`src/rtl/pipe_skid_reg.sv`:
```
// rtl/pipe_skid_reg.sv - parametrised valid/ready stage register with 2-entry skid buffer
// Backpressure is registered: o_ready depends only on held state and i_stall.
module pipe_skid_reg #(
  parameter int DATA_W              = 32,
  parameter int CTRL_W              = 8,
  parameter bit CLEAR_DATA_ON_FLUSH = 1'b0
) (
  input  logic              i_clk,
  input  logic              i_rst,
  input  logic              i_valid,
  output logic              o_ready,
  input  logic [DATA_W-1:0] i_data,
  input  logic [CTRL_W-1:0] i_ctrl,
  output logic              o_valid,
  input  logic              i_ready,
  output logic [DATA_W-1:0] o_data,
  output logic [CTRL_W-1:0] o_ctrl,
  input  logic              i_stall,
  input  logic              i_flush,
  output logic [1:0]        o_count
);

  // Encoding is {skid_valid, main_valid}.
  typedef enum logic [1:0] {
    S_EMPTY = 2'b00,
    S_ONE   = 2'b01,
    S_TWO   = 2'b11
  } state_e;

  state_e            state_q, state_d;
  logic [DATA_W-1:0] main_data_q, main_data_d;
  logic [CTRL_W-1:0] main_ctrl_q, main_ctrl_d;
  logic [DATA_W-1:0] skid_data_q, skid_data_d;
  logic [CTRL_W-1:0] skid_ctrl_q, skid_ctrl_d;
  logic [1:0]        count_q, count_d;
  logic              in_fire, out_fire;

  always_ff @(posedge i_clk) begin
    if (!i_rst) begin
      state_q     <= S_EMPTY;
      main_data_q <= '0;
      main_ctrl_q <= '0;
      skid_data_q <= '0;
      skid_ctrl_q <= '0;
      count_q     <= 2'd0;
    end else begin
      state_q     <= state_d;
      main_data_q <= main_data_d;
      main_ctrl_q <= main_ctrl_d;
      skid_data_q <= skid_data_d;
      skid_ctrl_q <= skid_ctrl_d;
      count_q     <= count_d;
    end
  end

  assign in_fire  = i_valid & o_ready;
  assign out_fire = o_valid & i_ready;

  always_comb begin
    state_d     = state_q;
    main_data_d = main_data_q;
    main_ctrl_d = main_ctrl_q;
    skid_data_d = skid_data_q;
    skid_ctrl_d = skid_ctrl_q;
    if (i_flush) begin
      // A beat accepted this cycle is dropped; one delivered this cycle already left.
      state_d     = S_EMPTY;
      main_ctrl_d = '0;
      skid_ctrl_d = '0;
      if (CLEAR_DATA_ON_FLUSH) begin
        main_data_d = '0;
        skid_data_d = '0;
      end
    end else begin
      case (state_q)
        S_EMPTY: begin
          if (in_fire) begin
            state_d     = S_ONE;
            main_data_d = i_data;
            main_ctrl_d = i_ctrl;
          end
        end
        S_ONE: begin
          if (in_fire && out_fire) begin
            main_data_d = i_data;
            main_ctrl_d = i_ctrl;
          end else if (in_fire) begin
            state_d     = S_TWO;
            skid_data_d = i_data;
            skid_ctrl_d = i_ctrl;
          end else if (out_fire) begin
            state_d = S_EMPTY;
          end
        end
        S_TWO: begin
          if (out_fire) begin
            state_d     = S_ONE;
            main_data_d = skid_data_q;
            main_ctrl_d = skid_ctrl_q;
          end
        end
        default: state_d = S_EMPTY;
      endcase
    end
  end

  always_comb begin
    case (state_d)
      S_ONE:   count_d = 2'd1;
      S_TWO:   count_d = 2'd2;
      default: count_d = 2'd0;
    endcase
  end

  always_comb begin
    o_valid = (state_q != S_EMPTY);
    o_ready = (state_q != S_TWO) & ~i_stall;
    o_data  = main_data_q;
    o_ctrl  = main_ctrl_q;
    o_count = count_q;
  end

endmodule

```
`config.mk`:
```
export PLATFORM = sky130hd
export DESIGN_NAME = pipe_skid_reg
export DESIGN_NICKNAME = d
export VERILOG_FILES = /design/src/rtl/pipe_skid_reg.sv
export SDC_FILE = /design/constraint.sdc
export NUM_CORES = 1
export LEC_CHECK = 0
export ABC_AREA = 0
export BUFFER_PORTS_ARGS = -buffer_cell sky130_fd_sc_hd__buf_4
export CAP_MARGIN = 20
export CORE_MARGIN = 2
export CORE_UTILIZATION = 40
export CTS_CLUSTER_DIAMETER = 50
export DETAILED_ROUTE_END_ITERATION = 6
export PLACE_DENSITY = 0.72
export SLEW_MARGIN = 20
export SYNTH_ARGS = -nofsm -noshare
export SYNTH_HDL_FRONTEND = slang
export SYNTH_SLANG_ARGS = --single-unit
```
`constraint.sdc`:
```
create_clock -name i_clk -period 1.5 [get_ports i_clk]
set_clock_uncertainty 0.05 [all_clocks]
set_input_delay 0.075 -clock i_clk [delete_from_list [all_inputs] [get_ports i_clk]]
set_output_delay 0.075 -clock i_clk [all_outputs]
set_load 0.05 [all_outputs]
```
==> results.ini, run 1 <==
[logic_synthesis]
ys_warn_count=0
synthTopCellsByCount=116 x nand2_1, 84 x dfxtp_1, 81 x nand3_1
synth.net_count=474
ys_ff_latch=84
synth_top_area_frac=0.4727
synth_area_leaders=dfxtp_1 47%, nand2_1 12%, nand3_1 11%
synth.most_common_cell=nand2_1
syn_area_per_cell_um2=8.311
async_flop_share=0
synth_compound_area_frac=0.2125
synth_ff_type=dfxtp_1
netlist_area_mm2=0.003557
yosysSeqAreaShare=0.4727
synthAdderAreaFrac=0
synthCells=428
yosys.area_share.simple=0.2666
synth_edf_count=0
ys_types=26
synth.mux.area_fraction=0
synth_xor_area_frac=0
synth_top_area_cell=dfxtp_1
synth_top_family_by_area=simple AND/OR/NAND/NOR gates

[timing]
setup_slack_ns=-0.2230
period_needed_ns=1.723
fin_hold_ws_ns=0.1029
setup-tns-final_ns=-12.24
drv_slew=0
fmax_mhz=580.4
worst_slew_pin_slew_ns=0.7901
maxSlewHeadroom=0.4732
post-route-period-util=1.149
final_hold_viol_count=0
finalSetupViolations=73
rsz0062_at_grt=true

[die]
rows=34
fp.dieW_um=98.30
core_area_mm2=0.008678
initial_core_util=0.4099
dieHeight_um=98.30
die_area_mm2=0.009663
io_pins=90

[final_layout]
fin_cells=691
fillers=718
multi_input_comb_area_mm2=0.001823
area_growth_syn_to_layout_pct=56.14
antennaDiodeCount=0
regArea_mm2=0.001687
final_util=0.6400
final_nets=624
drive_above_1_share=0.3156

[place]
placed_cells=616
post-dp-hpwl_um=6105
gp_congestion=0.8377
io_buffer_count=89

[detailed_routing]
avgRoutedWirePerCell_um=15.74
drc=0
dr.pass1.iters=4
vias=3710
wirelength_um=10880
route.antenna.remaining_nets=0
vias_per_cell=5.369
drt_iter0_drc=170

[pwr]
power.switching_mw=1.255
leakagePower_nw=2.594
peakVddDrop_uv=562.4
p_int_mw=3.616
switching_share=0.2576
power_frac_seq=0.476
power_frac_clock=0.356
pwr-share-comb=0.168
powerDensity_mw_per_mm2=877.0

[worst_setup_path]
cp_data_arrival_time_ns=1.94
cp.required_ns=1.72
r2r_cells=7
r2r-start=state_q[1]$_SDFF_PN0_
reg2reg_to=skid_data_q[0]$_SDFFE_PN0P_
cp-start-kind=register
end_kind=register
r2r_setup_slack_ns=-0.22
path_max_fanout=8
endpoint=skid_data_q[0]$_SDFFE_PN0P_
crit_type=register to register
startpoint=state_q[1]$_SDFF_PN0_

[global_routing]
grt_pass1_wl_um=16460
grt_use_met2=0.3396
use_met3=0.03221
grt_busiest_layer=met2
gr-usage-all-layers=0.2078
gr-usage-met1=0.2816
globalRoute.totalOverflow=0
first_global_vias=3402
grt_max_degree=37
grt_antenna_before_repair=0

[flow_run]
drv_cap=0

[cts]
h-tree-depth=3
clock_insertion_delay_worst_skew_ns=0.34
clkSinkCount=84
cts_inserted_buffers=9
clock_path_buffers=2
clk_pin_slew_ns=0.08
cts-root-buf=clkbuf_8
cts_tree=built

[run_status]
status=finished, violations left
violations=negative setup slack

[worst_hold_path]
hold_path_class=input port to register

## layer usage
metal | up-vias | share of wire | routed length (um)
met3 | 20 | 0.059 | 644
met5 | - | 0 | 0
met4 | 0 | 0.020 | 219
met1 | 1766 | 0.42 | 4615
li1 | 1782 | - | -
met2 | 142 | 0.50 | 5399
## cell families (layout without fill, tap and decap cells)
kind of cell	count (synthesis)	after routing
simple gates	215	215
flops	84	84
buf+inv	40	195
compound gates	89	89
## worst min path at each step
stage / end / cells past startpoint / from / slack (ns)
3_3_place_gp: skid_data_q[5]$_SDFFE_PN0P_ / 3 / i_data[5] / 0.29
5_1_grt: state_q[0]$_SDFF_PN0_ / 4 / i_stall / 0.11
3_5_place_dp: skid_data_q[5]$_SDFFE_PN0P_ / 3 / i_data[5] / 0.29
2_1_floorplan: skid_data_q[10]$_SDFFE_PN0P_ / 2 / i_data[10] / 0.16
4_1_cts: state_q[0]$_SDFF_PN0_ / 3 / i_stall / 0.01
6_report: state_q[0]$_SDFF_PN0_ / 4 / i_ready / 0.10
## cell usage in the layout, fill, tap and decap left out, types with 2 or more instances in the layout
| cell type | n |
|---|---|
| a211oi_1 | 2 |
| a21boi_1 | 26 |
| a21boi_2 | 5 |
| a21oi_1 | 10 |
| a311oi_1 | 8 |
| buf_12 | 7 |
| buf_4 | 115 |
| buf_6 | 5 |
| buf_8 | 3 |
| clkbuf_16 | 7 |
| clkbuf_8 | 13 |
| dfxtp_1 | 82 |
| dlygate4sd3_1 | 40 |
| inv_1 | 2 |
| nand2_1 | 106 |
| nand2_2 | 6 |
| nand2_4 | 4 |
| nand2b_1 | 2 |
| nand3_1 | 78 |
| nand3_2 | 3 |
| nor2_1 | 8 |
| o211a_1 | 32 |
## registers in the layout, indices dropped and copies added (netlist names)
name,flops
o_count,2
skid_data_q,32
o_ctrl,8
o_data,32
skid_ctrl_q,8
state_q,2
## critical path: stages, from the launching register on
cell and delay [ns]:
dfxtp_4 0.36, or3b_4 0.41, buf_6 0.14, nor3_4 0.20, buf_12 0.16, buf_12 0.14, nand2_1 0.07, a21boi_1 0.13
## final cells by class
class                   count  share of cell area
clock buffers              13             0.03221
clock inverters             3            0.007659
inverters                   2            0.001352
multi-input cells         304              0.3282
flip-flops and latches     84              0.3037
well taps                 108             0.02433
repair buffers            177              0.3025
## power groups by stage
stage	registers, mW	clock network [mW]	logic (mW)
finish	2.32	1.73	0.820
global route	2.33	1.87	0.863
CTS	2.32	1.78	0.745
detailed placement	2.37	0	0.646
global placement	2.37	0	0.641
floorplan	2.55	0	0.195
## what timing repair did
item                       4_1_cts  5_1_grt
setup endpoints to repair       66       74
pin swaps                        1       28
setup buffers                    3        8
hold buffers                    40        0
gates cloned                     2        8
gates resized for setup          9       61
hold endpoints to repair        48        0
## stage by stage
step | worst slack [ns] | power [mW] | instance area (um2)
after detailed placement | -0.1097 | 3.018 | 4469
after global routing | -0.2816 | 5.058 | 5554
after CTS | -0.1139 | 4.842 | 5176
after global placement | -0.07158 | 3.010 | 4469
after floorplan | -0.06679 | 2.748 | 3597
final | -0.2230 | 4.871 | 5554
No activity file was read; power rests on OpenSTA's default activity.
==> run 2, diff against run 1 <==
- GPL_TIMING_DRIVEN: not set -> 0
==> run 2 against run 1 <==
  * The run still ends with negative setup slack left
  * Global-route usage is 0.60 points lower
  * Via count is 0.46% higher
  * Wire length is 3.3% lower
  * Critical path depth is 1 lower
  * Combinational power is 3.0% lower
  * Critical endpoint is now o_data[14]$_SDFFE_PN0P_
==> results.ini, run 2 (synthesis results as in run 1) <==
[cts]
cts-root-buf=clkbuf_8
h-tree-depth=3
clock_insertion_delay_worst_skew_ns=0.34
cts_inserted_buffers=9
clock_path_buffers=2
cts_tree=built
clkSinkCount=84
clk_pin_slew_ns=0.09

[timing]
final_hold_viol_count=0
setup_slack_ns=-0.1821
maxSlewHeadroom=0.6771
fin_hold_ws_ns=0.06820
post-route-period-util=1.121
finalSetupViolations=64
period_needed_ns=1.682
fmax_mhz=594.5
rsz0062_at_grt=true
worst_slew_pin_slew_ns=0.4844
drv_slew=0

[global_routing]
gr-usage-all-layers=0.2018
grt_antenna_before_repair=0
grt_pass1_wl_um=16020
globalRoute.totalOverflow=0
grt_max_degree=15
first_global_vias=3399

[worst_setup_path]
r2r-start=state_q[1]$_SDFF_PN0_
r2r_cells=6
crit_chain=clkinvlp_4 -> a2111oi_4 -> buf_6 -> buf_6 -> nand3_2 -> o211a_1
path_max_fanout=8
worst_path_max_delay_cell=a2111oi_4
critPathTopFamily=compound AO/OA/AOI/OAI gates
critPathMaxStageDelay_ns=0.42
worst-path-buf-inv=3
cpMostUsedCell=buf_6
cp.required_ns=1.69
cp-start-kind=register
crit_type=register to register
reg2reg_to=o_data[14]$_SDFFE_PN0P_
end_kind=register
cp_data_arrival_time_ns=1.87
r2r_setup_slack_ns=-0.18

[worst_hold_path]
min_to=o_data[22]$_SDFFE_PN0P_
holdPathStages=2
worstHoldStart=i_rst
hold_path_class=input port to register

[die]
core_area_mm2=0.008678
rows=34
dieHeight_um=98.30
die_area_mm2=0.009663
fp.dieW_um=98.30
io_pins=90
initial_core_util=0.4099

[place]
gp_congestion=0.8741
post-place-ws_ns=-0.3785
post-dp-hpwl_um=6589
io_buffer_count=88
placed_cells=624

[final_layout]
final_common_cell=buf_4
mostFrequentLayoutCells=106 x buf_4, 103 x nand2_1, 82 x dfxtp_1
area_growth_syn_to_layout_pct=56.52
antennaDiodeCount=0
fin_cells=698
drive_above_1_share=0.3576
final_util=0.6416
final_nets=633

[detailed_routing]
drt_iter0_drc=154
vias_per_cell=5.340
drc=0
route.antenna.remaining_nets=0
vias=3727
wirelength_um=10520
dr.pass1.iters=4
avgRoutedWirePerCell_um=15.07

[pwr]
peakVddDrop_uv=475.8
power_frac_clock=0.335
p_int_mw=3.384
power_frac_seq=0.495
p_total_mw=4.680
power.switching_mw=1.296
leakagePower_nw=2.520
powerDensity_mw_per_mm2=840.6
pwr-share-comb=0.170
switching_share=0.2769

[run_status]
violations=negative setup slack
status=finished, violations left

[flow_run]
drv_cap=0

==> run 2: worst register-to-register path: stages, from the launching register on <==
cell and delay, ns:
dfxtp_4 0.38, clkinvlp_4 0.16, a2111oi_4 0.42, buf_6 0.22
buf_6 0.16, nand3_2 0.06, o211a_1 0.13
==> run 2: cell type report <==
class | instances | area [um2]
fill | 709 | 3110
clock buffer | 9 | 123.9
timing repair buffer | 150 | 1289
multi-input combinational | 304 | 1994
inverter | 2 | 11.26
buffer | 36 | 272.8
clock inverter | 5 | 55.05
sequential | 84 | 1687
tap | 108 | 135.1
==> run 2: stage by stage <==
| step | area (um2) | setup TNS (ns) |
|---|---|---|
| finish | 5568 | -9.078 |
| global route | 5568 | -12.33 |
| CTS | 5199 | -3.877 |
| detailed placement | 4393 | -20.67 |
| global placement | 4393 | -19.17 |
| floorplan | 3597 | -1.452 |
==> run 2: layer usage <==
layer / track usage / vias up / routed length [um]
met1: 0.2678 / 1799 / 4774
met4: 0.07271 / 0 / 191
met5: 0 / - / 0
met2: 0.3255 / 108 / 5097
met3: 0.04223 / 17 / 458
li1: - / 1803 / -
==> run 2: timing repair <==
| action | CTS | global route |
|---|---|---|
| setup endpoints to repair | 82 | 81 |
| pin swaps | 2 | 27 |
| hold buffers | 40 | 0 |
| cloned | 3 | 3 |
| setup buffers | 9 | 8 |
| gates resized for setup | 47 | 77 |
| endpoints found under the hold margin | 48 | 0 |
==> run 2: power groups by stage <==
stage / Combinational (mW) / Clock, mW / Sequential [mW]
after floorplan: 0.195 / 0 / 2.55
after global placement: 0.626 / 0 / 2.37
after detailed placement: 0.632 / 0 / 2.37
after CTS: 0.750 / 1.58 / 2.32
after global routing: 0.841 / 1.69 / 2.32
final: 0.795 / 1.57 / 2.32
==> run 2: worst max path at each step <==
stage,start,end,cells after the start
2_1_floorplan,state_q[1]$_SDFF_PN0_,skid_data_q[1]$_SDFFE_PN0P_,6
3_3_place_gp,state_q[0]$_SDFF_PN0_,o_data[26]$_SDFFE_PN0P_,6
3_5_place_dp,state_q[0]$_SDFF_PN0_,o_data[28]$_SDFFE_PN0P_,6
4_1_cts,state_q[1]$_SDFF_PN0_,skid_data_q[24]$_SDFFE_PN0P_,5
5_1_grt,state_q[1]$_SDFF_PN0_,o_data[14]$_SDFFE_PN0P_,6
6_report,state_q[1]$_SDFF_PN0_,o_data[14]$_SDFFE_PN0P_,6
==> run 3, diff against run 2 <==
- REMOVE_ABC_BUFFERS: not set -> 1
==> run 3 against run 2 <==
  * The run still ends with negative setup slack left
  * Die area unchanged
  * Critical endpoint is now o_ctrl[3]$_SDFFE_PP0P_
  * Cell area increased by 13%
  * Via count is 5.8% higher
  * Non-clock buffer count is 3 higher
  * Register-to-register slack lost 0.15 ns
  * Flip-flop and latch count stayed put
==> results.ini, run 3 (synthesis results as in run 1) <==
[global_routing]
gr-usage-all-layers=0.2366
grt_antenna_before_repair=0
grt_max_degree=66
grt_busiest_layer=met2
use_met3=0.06514
globalRoute.totalOverflow=0
first_global_vias=3860
grt_use_met2=0.4092
gr-usage-met1=0.2770
grt_pass1_wl_um=18320

[run_status]
violations=negative setup slack
status=finished, violations left

[timing]
fmax_mhz=544.6
setup_slack_ns=-0.3363
post-route-period-util=1.224
worst_slew_pin_slew_ns=0.6009
final_hold_viol_count=0
fin_hold_ws_ns=0.08956
period_needed_ns=1.836
finalSetupViolations=83
drv_slew=0
rsz0062_at_grt=true
maxSlewHeadroom=0.5994

[place]
post-dp-hpwl_um=5577
io_buffer_count=89
placed_cells=594
gp_congestion=0.7070

[worst_setup_path]
cpMostUsedCell=buf_6
worst-path-buf-inv=5
worst_path_max_delay_cell=a211oi_4
crit_chain=buf_16 -> clkinvlp_4 -> buf_6 -> a211oi_4 -> clkbuf_16 -> buf_6 -> a311oi_2
cp-start-kind=register
critPathTopFamily=buffers and inverters
crit_type=register to register
critPathMaxStageDelay_ns=0.42
end_kind=register
cp.required_ns=1.65
path_max_fanout=6
cp_data_arrival_time_ns=1.98
path_depth=7
r2r_cells=7

[final_layout]
final_nets=639
fillers=578
area_growth_syn_to_layout_pct=76.68
final_common_cell=buf_4
antennaDiodeCount=0
mostFrequentLayoutCells=108 x buf_4, 82 x dfxtp_1, 60 x nand2_1
final_util=0.7242
fin_cells=705
drive_above_1_share=0.4941

[pwr]
powerDensity_mw_per_mm2=786.7
leakagePower_nw=2.839
peakVddDrop_uv=562.0

[die]
fp.dieW_um=98.30
rows=34
io_pins=90
die_area_mm2=0.009663
dieHeight_um=98.30
core_area_mm2=0.008678
initial_core_util=0.4099

[detailed_routing]
drc=0
avgRoutedWirePerCell_um=19.70
wirelength_um=13890
drt_iter0_drc=208
dr.pass1.iters=5
vias=3944
vias_per_cell=5.594
route.antenna.remaining_nets=0

[cts]
clock_insertion_delay_worst_skew_ns=0.35
clkSinkCount=84
cts_tree=built
clk_pin_slew_ns=0.09
clock_path_buffers=2
cts-root-buf=clkbuf_8
h-tree-depth=3
cts_inserted_buffers=9

[worst_hold_path]
holdPathStages=4
hold_path_class=input port to register

[flow_run]
drv_cap=0

[run 3: cell count changes in the layout (fill, tap and decap cells not counted), sizes merged]
cell	previous run	this run
buf	123	144
clkinvlp	3	1
or3	1	4
clkinv	2	0
clkbuf	32	17
bufbuf	0	2
[run 3: path summary, 6_finish.rpt]
path                                 end                        start  slack (ns)
max reg2reg       o_ctrl[3]$_SDFFE_PP0P_        state_q[1]$_SDFF_PN0_       -0.34
max               o_ctrl[3]$_SDFFE_PP0P_        state_q[1]$_SDFF_PN0_       -0.34
min reg2reg  skid_data_q[5]$_SDFFE_PN0P_  skid_data_q[5]$_SDFFE_PN0P_        0.42
min                o_count[0]$_SDFF_PN0_                      i_ready        0.09
[run 3: per-stage QoR]
stage | setup TNS (ns) | instance area, um2 | setup WS (ns) | total power [mW]
3_5_place_dp | -71.80 | 4315 | -1.046 | 2.981
6_report | -19.12 | 6285 | -0.3363 | 4.944
3_3_place_gp | -221.62 | 4197 | -3.543 | 2.962
4_1_cts | -13.17 | 5635 | -0.2608 | 4.822
2_1_floorplan | -120.20 | 3393 | -2.117 | 2.712
5_1_grt | -22.41 | 6285 | -0.3854 | 5.102
[run 3: report_power, final]
part / total [mW] / internal, mW / switching [mW]
Clock: 1.70 / 0.902 / 0.799
Sequential: 2.32 / 2.28 / 0.0355
Combinational: 0.924 / 0.417 / 0.507
Total: 4.94 / 3.60 / 1.34
[run 3: cell type report]
| class | count | area, um2 | share of cell area |
|---|---|---|---|
| Inverter | 2 | 11.26 | 0.001792 |
| Multi-Input combinational cell | 307 | 2354 | 0.3745 |
| Tap cell | 108 | 135.1 | 0.02150 |
| Clock buffer | 14 | 172.7 | 0.02747 |
| Clock inverter | 1 | 30.03 | 0.004778 |
| Sequential cell | 84 | 1689 | 0.2688 |
| Timing Repair Buffer | 189 | 1893 | 0.3012 |
[run 3: timing repair]
item                       in CTS  in global routing
hold endpoints to repair       48                  0
pin swaps                      65                 83
resized for setup              87                139
setup buffers                  37                 10
gates cloned                    8                  5
hold buffers                   40                  0
setup endpoints to repair      83                 82
[run 3: per-layer routing]
metal	share of wire	vias up
met5	0	-
met4	0.024	0
met3	0.061	29
met2	0.53	170
met1	0.39	1923
li1	-	1822
[run 3: worst register-to-register path: cells and delay by family, from the launching register on]
kind | cells | cell delay, ns
DFF | 1 | 0.39
buffers and inverters | 5 | 0.72
AOI/OAI and AO/OA | 2 | 0.52
